===== src/rtl/io_responder_if.sv =====
// Core-side handshake and board I/O bundle for io_responder.
// The slave modport belongs to the responder and the master modport to the core/board side.
interface io_responder_if;
  logic        in_req;
  logic        out_req;
  logic [31:0] out_data;
  logic        button;
  logic [15:0] switches;
  logic [31:0] in_data;
  logic        in_ack;
  logic        busy;
  logic [15:0] disp_value;
  logic [7:0]  out_count;

  modport slave (
    input  in_req, out_req, out_data, button, switches,
    output in_data, in_ack, busy, disp_value, out_count
  );

  modport master (
    output in_req, out_req, out_data, button, switches,
    input  in_data, in_ack, busy, disp_value, out_count
  );
endinterface


===== src/rtl/io_responder.sv =====
// IN/OUT responder: a debounced check-in button completes an IN handshake with the
// current switch value, and OUT writes update a display register and a write counter.
module io_responder #(
  parameter int DEB_CYCLES = 4
) (
  input  logic Clock,
  input  logic n_reset,
  io_responder_if.slave bus
);

  typedef enum logic [2:0] {IDLE, ARM, WAIT_PRESS, ACK, DONE} state_t;

  localparam logic [7:0] DEB_LAST = 8'(DEB_CYCLES - 1);

  state_t      state_q, state_d;
  logic        sync1_q, sync1_d;
  logic        sync2_q, sync2_d;
  logic        db_q, db_d;
  logic        db_prev_q, db_prev_d;
  logic [7:0]  deb_cnt_q, deb_cnt_d;
  logic [31:0] in_data_q, in_data_d;
  logic [15:0] disp_q, disp_d;
  logic [7:0]  out_count_q, out_count_d;
  logic        press;
  logic        unused_out_hi;

  assign unused_out_hi = ^bus.out_data[31:16];

  // Press is seen the cycle after the debounced level rises.
  assign press = db_q & ~db_prev_q;

  always_comb begin
    sync1_d   = bus.button;
    sync2_d   = sync1_q;
    db_prev_d = db_q;
    db_d      = db_q;
    deb_cnt_d = '0;
    if (sync2_q != db_q) begin
      if (deb_cnt_q == DEB_LAST) begin
        db_d = ~db_q;
      end else begin
        deb_cnt_d = deb_cnt_q + 8'd1;
      end
    end
  end

  always_comb begin
    state_d   = state_q;
    in_data_d = in_data_q;
    case (state_q)
      IDLE: begin
        if (bus.in_req) state_d = ARM;
      end
      ARM: begin
        // A button already held at request start must be released before it counts.
        if (!bus.in_req)  state_d = IDLE;
        else if (!db_q)   state_d = WAIT_PRESS;
      end
      WAIT_PRESS: begin
        if (!bus.in_req) begin
          state_d = IDLE;
        end else if (press) begin
          state_d   = ACK;
          in_data_d = {{16{bus.switches[15]}}, bus.switches};
        end
      end
      ACK: begin
        state_d = DONE;
      end
      DONE: begin
        if (!bus.in_req) state_d = IDLE;
      end
      default: state_d = IDLE;
    endcase
  end

  always_comb begin
    disp_d      = disp_q;
    out_count_d = out_count_q;
    if (bus.out_req) begin
      disp_d      = bus.out_data[15:0];
      out_count_d = out_count_q + 8'd1;
    end
  end

  always_ff @(posedge Clock or negedge n_reset) begin
    if (!n_reset) begin
      state_q     <= IDLE;
      sync1_q     <= 1'b0;
      sync2_q     <= 1'b0;
      db_q        <= 1'b0;
      db_prev_q   <= 1'b0;
      deb_cnt_q   <= '0;
      in_data_q   <= '0;
      disp_q      <= '0;
      out_count_q <= '0;
    end else begin
      state_q     <= state_d;
      sync1_q     <= sync1_d;
      sync2_q     <= sync2_d;
      db_q        <= db_d;
      db_prev_q   <= db_prev_d;
      deb_cnt_q   <= deb_cnt_d;
      in_data_q   <= in_data_d;
      disp_q      <= disp_d;
      out_count_q <= out_count_d;
    end
  end

  assign bus.in_data    = in_data_q;
  assign bus.in_ack     = (state_q == ACK);
  assign bus.busy       = (state_q != IDLE);
  assign bus.disp_value = disp_q;
  assign bus.out_count  = out_count_q;

endmodule


===== src/flat_wrapper.sv =====
// flat-port wrapper written by rule: the top's interface ports become plain ports
module io_responder_flat 
#(
  parameter int DEB_CYCLES = 4
)
  (Clock, n_reset, bus_in_req, bus_out_req, bus_out_data, bus_button, bus_switches, bus_in_data, bus_in_ack, bus_busy, bus_disp_value, bus_out_count);
  io_responder_if bus_i ();
  input  logic Clock;
  input  logic n_reset;
  input wire logic [$bits(bus_i.in_req)-1:0] bus_in_req;
  input wire logic [$bits(bus_i.out_req)-1:0] bus_out_req;
  input wire logic [$bits(bus_i.out_data)-1:0] bus_out_data;
  input wire logic [$bits(bus_i.button)-1:0] bus_button;
  input wire logic [$bits(bus_i.switches)-1:0] bus_switches;
  output wire logic [$bits(bus_i.in_data)-1:0] bus_in_data;
  output wire logic [$bits(bus_i.in_ack)-1:0] bus_in_ack;
  output wire logic [$bits(bus_i.busy)-1:0] bus_busy;
  output wire logic [$bits(bus_i.disp_value)-1:0] bus_disp_value;
  output wire logic [$bits(bus_i.out_count)-1:0] bus_out_count;
  assign bus_i.in_req = bus_in_req;
  assign bus_i.out_req = bus_out_req;
  assign bus_i.out_data = bus_out_data;
  assign bus_i.button = bus_button;
  assign bus_i.switches = bus_switches;
  assign bus_in_data = bus_i.in_data;
  assign bus_in_ack = bus_i.in_ack;
  assign bus_busy = bus_i.busy;
  assign bus_disp_value = bus_i.disp_value;
  assign bus_out_count = bus_i.out_count;
  io_responder #(.DEB_CYCLES(DEB_CYCLES)) u_core (.Clock(Clock), .n_reset(n_reset), .bus(bus_i));
endmodule

===== config.mk =====
export PLATFORM = sky130hd
export DESIGN_NAME = io_responder_flat
export DESIGN_NICKNAME = d
export VERILOG_FILES = /design/src/rtl/io_responder_if.sv /design/src/rtl/io_responder.sv /design/src/flat_wrapper.sv
export SDC_FILE = /design/constraint.sdc
export NUM_CORES = 1
export LEC_CHECK = 0
export CAP_MARGIN = 20
export CORE_AREA = 2 2 79 81
export DETAILED_ROUTE_END_ITERATION = 10
export DIE_AREA = 0 0 81 83
export HOLD_SLACK_MARGIN = 0.08
export PLACE_DENSITY = 0.8
export RECOVER_POWER = 50
export SLEW_MARGIN = 20
export SYNTH_ARGS = -nofsm -noshare
export SYNTH_HDL_FRONTEND = slang
export SYNTH_SLANG_ARGS = --single-unit
export TNS_END_PERCENT = 1

===== constraint.sdc =====
create_clock -name Clock -period 2.05 [get_ports Clock]
set_clock_uncertainty 0.1 [all_clocks]
set_input_delay 0.3075 -clock Clock [delete_from_list [all_inputs] [get_ports Clock]]
set_output_delay 0.3075 -clock Clock [all_outputs]
set_load 0.005 [all_outputs]

* Yosys cells after proc, flatten, opt, wreduce, memory -nomap -nowiden
Index checks and enable logic that the tools add are counted.
** Cells by class
- $add $sub $neg :: 2
- Equal/unequal tests :: 10
- Mux-type cells :: 9
- Bitwise gates (word level) :: 3
- Reductions and logical operators :: 5
** Operator list (count)
- $mux W3 :: 6
- $add A8 B1 Y8 const B :: 2
- $mux W8 :: 2
- $pmux W3 S5 :: 1
- $eq A8 B2 Y1 const B :: 1
- $eq A3 B2 Y1 const B :: 2
- $ne A2 B2 Y1 const B :: 2
- $reduce_and A4 Y1 :: 1
- $eq A3 B1 Y1 const B :: 1
- $eq A3 B3 Y1 const B :: 1
- $logic_not A3 Y1 :: 1
- $ne A3 B2 Y1 const B :: 1
- $ne A3 B3 Y1 const B :: 1
- $reduce_and A3 Y1 :: 1
- $reduce_bool A3 Y1 :: 1
- $not A1 Y1 :: 2
- $reduce_and A2 Y1 :: 1
- $and A1 B1 Y1 :: 1
- $ne A1 B1 Y1 :: 1
** Storage, ports and cells
- Register bits :: 55
- Input bits :: 53
- Output and inout port bits :: 58
- Word-level logic and storage cells :: 38

* Depth between registers and ports, before layout
- Depth after elaboration :: 5
- Depth in mapped cells :: 5
- Mapped depth without buffers :: 4

* Least setup slack after synthesis
Ideal clock, no wire load.
- Path type :: reg2reg
- Start point :: reg u_core.state_q[1]
- End point :: reg u_core.in_data_q[10], in the netlist u_core.bus.in_data[10]
- Setup time :: 0.125 ns
- Arrival :: 1.266 ns
- Data required time :: 1.825 ns
- Path slack :: 0.559 ns
- Stages on the path, launching flop included :: 6
- Path buffers :: 2
- Clock period less this slack :: 1.491 ns
- Cell sequence :: dfrtp_1 -> nor2b_4 -> and4_1 -> buf_6 -> buf_12 -> mux2_4
** On the way
- Word-level cells in the longest chain between the ends :: 2
** Ends and longest elaborated chain
- start: declaration :: line io_responder.sv:15 : state_t state_q, state_d;
- start signal: assignment :: line io_responder.sv:98 : state_q <= state_d;
- $eq A3 B2 Y1 :: line io_responder.sv:50 : case (state_q)
- $reduce_and A3 Y1 (no source line)
- end signal: assignment :: line io_responder.sv:104 : in_data_q <= in_data_d;
- end: declaration :: line io_responder.sv:21 : logic [31:0] in_data_q, in_data_d;
Every way passes these cells.
A chain may end at the register's enable or synchronous reset.

* Worst setup path after layout
- Start point :: reg u_core.state_q[2]
- End point :: out bus_busy
** On the way
- Word-level cells in the longest chain between the ends :: 1
** Ends and longest elaborated chain
- $reduce_bool A3 Y1 :: line io_responder.sv:112 : assign bus.busy = (state_q != IDLE);
- end: declaration :: line flat_wrapper.sv:17 : output wire logic [$bits(bus_i.busy)-1:0] bus_busy;
Every way passes these cells.

==> results.yml <==
placed_design:
  place_ws_ps: 232
  dp_hpwl_um: 3630
  portBuffers: 94
  gp_routability_congestion: 0.781
pwr:
  p_clk_frac: 0.170
  irDropWorstVdd_uv: 482
  p_int_mw: 2.57
  p_sw_mw: 1.05
  leakage_nw: 1.48
  power_density_nw_per_um2: 1060
  swShare: 0.291
  seqPwrFrac: 0.445
  combPwrFrac: 0.385
setup_path:
  r2r-start: "u_core.state_q[0]"
  critPathLaunchType: "flop"
  crit_start: "u_core.state_q[2]"
  crit_fanout: 2
  ff2ff_path_depth: 5
  endpoint_kind: "primary output"
  r2r_slack_ps: 420
  required_ps: 1640
  r2r-end: "u_core.bus.in_data[1]"
  path_class: "reg -> out"
  worstPathArrival_ps: 1440
routing:
  via_per_inst: 4.78
  wl_per_cell_um: 14.0
  wl_met2_um: 2360
  firstDrtPassIters: 4
  wl_met1_um: 1870
  wl_um: 4770
  route.met3.wl_um: 490
  dr.max_layer_used: "met4"
  drc: 0
  drt_iter0_markers: 75
  vias: 1630
  antenna_left: 0
clock_tree:
  cts-root-buf: "clkbuf_8"
  cts.clk_slew.worst_paths_ps: 100
  htreeDepth: 2
  ctsLongestPathBuffers: 2
  cts_buffers: 5
  clock_sinks: 55
  worstSkewPairLatency_ps: 310
  tritoncts: "yes"
sta:
  setup_tns_ps: 0
  period_share: 0.903
  tightest_slew_ps: 668
  setup_violations: 0
  rsz0062_at_grt: "false"
  relSlewSlack: 0.555
  drv_slew: 0
  finalCriticalPeriod_ps: 1850
  hold_violations: 0
  clock.fmax_mhz: 540
  timing.final.ws_setup_ps: 199
grt:
  overflow: 0
  grt_pass1_vias: 1649
  grt_usage: 0.150
  antenna_found_initial: 0
  grt_start_max_net_pins: 23
  grt_pass1_wl_um: 7800
synth:
  synth_edf_count: 0
  yosys.cell_count.top_type: "dfrtp_1"
  yosysWarnings: 0
  postSynthAreaPerCell_um2: 13.6
  synth-seq-cells: 55
  synth_xor_area_frac: 0.0408
  ys_top_cells_by_area: "dfrtp_1 (58%), mux2_2 (11%), mux2_4 (6.4%)"
  synth-simple-area-share: 0.0837
  synthMuxAreaShare: 0.178
  synth_top_family_by_area: "multiplexers"
  synthAdderAreaFrac: 0.0159
  synth_area_um2: 2360
  ys_seq_area_frac: 0.583
  synth_compound_area_frac: 0.0260
  synth_top_area_share: 0.583
  syn_nets: 230
  synthArstFlopShare: 1.00
  synth_commonest_cells: "dfrtp_1 (55), mux2_2 (24), buf_4 (16)"
  synth_top_area_cell: "dfrtp_1"
  ys.flop_type: "dfrtp_1"
  postSynthCellCount: 174
  netlist-cell-type-count: 28
min_path:
  hold_path_end: "u_core.sync2_q"
  min_delay_path_depth: 0
  worstHoldPathType: "reg -> reg"
  hold_start: "u_core.sync1_q"
die:
  design.core.area_um2: 5820
  die_width_um: 81
  die_h_um: 83
  floorplan.initialDensity: 0.406
  io_pins: 111
  core.rowCount: 28
  dieArea_um2: 6720
status:
  status: "finished clean"
cells_and_area:
  final_layout_size_suffix_gt1_frac: 0.203
  utilization: 0.587
  nets: 321
  areaGrowthSynthToFinish_pct: 44.5
  diodes: 0
flow_run:
  max-cap-violations: 0
worst max path at each step:
stage	slack [ps]	end
6_report	200	bus_busy
5_1_grt	90	u_core.bus.out_count[6]
4_1_cts	40	bus_in_ack
3_5_place_dp	230	u_core.bus.in_data[1]
3_3_place_gp	250	u_core.bus.in_data[1]
2_1_floorplan	560	u_core.bus.in_data[10]
routing by layer:
metal / global-route usage / vias up
met5: 0 / -
met4: 0.0401 / 0
met3: 0.0663 / 5
met2: 0.257 / 73
met1: 0.167 / 792
li1: - / 760
cell type report:
type | count | area (um^2)
well taps | 75 | 93.8
flip-flops and latches | 55 | 1380
clock buffers | 5 | 68.8
repair buffers | 104 | 1030
inverters | 3 | 11.3
multi-input cells | 96 | 813
clock inverters | 3 | 23.8
fillers | 495 | 2400
registers in the layout, indices dropped and copies added (netlist names):
name	flops
u_core.bus.disp_value	16
u_core.bus.in_data	16
u_core.bus.out_count	8
u_core.db_prev_d	1
u_core.db_prev_q	1
u_core.deb_cnt_q	8
u_core.state_q	3
u_core.sync1_q	1
u_core.sync2_q	1
power groups by stage:
stage / clock, mW / combinational (mW) / sequential, mW
after global placement: 0 / 1.35 / 1.63
final: 0.616 / 1.40 / 1.62
after CTS: 0.636 / 1.43 / 1.62
after floorplan: 0 / 0.648 / 1.63
after detailed placement: 0 / 1.38 / 1.65
after global routing: 0.685 / 1.53 / 1.67
timing repair:
item,in CTS,in global routing
hold buffers,1,0
gates resized for setup,1,2
endpoints found under the hold margin,20,0
setup buffers,4,0
setup endpoints to repair,1,2
critical path, stage by stage, from the launching register on:
cell           delay (ps)
dfrtp_1               400
or3_2                 470
dlygate4sd2_1         280
per-stage QoR:
stage	instances	cell area [um^2]	hold WS, ps	power (mW)
after global placement	328	3290	216	2.98
after floorplan	174	2360	-88.1	2.28
after detailed placement	328	3290	215	3.03
final	341	3410	259	3.63
after CTS	341	3420	264	3.69
after global routing	341	3410	287	3.88
cells by family after synthesis:
logic type / after synthesis
and+or+nand+nor: 37
adders and majority gates: 3
AOI/OAI and AO/OA: 11
xor gates and xnor gates: 11
buffers and inverters: 23
DFF: 55
muxes: 34
layout by cell type (no fill, tap or decap), types with 4 or more instances in the layout:
master,n
nand2_1,5
nor2_1,11
nand3_1,6
mux2_4,10
mux2_2,24
xor2_1,6
clkbuf_8,5
o21ai_0,4
clkdlybuf4s50_1,89
xnor2_1,5
a21oi_1,5
dfrtp_1,54
No activity file was read; power rests on OpenSTA's default activity.
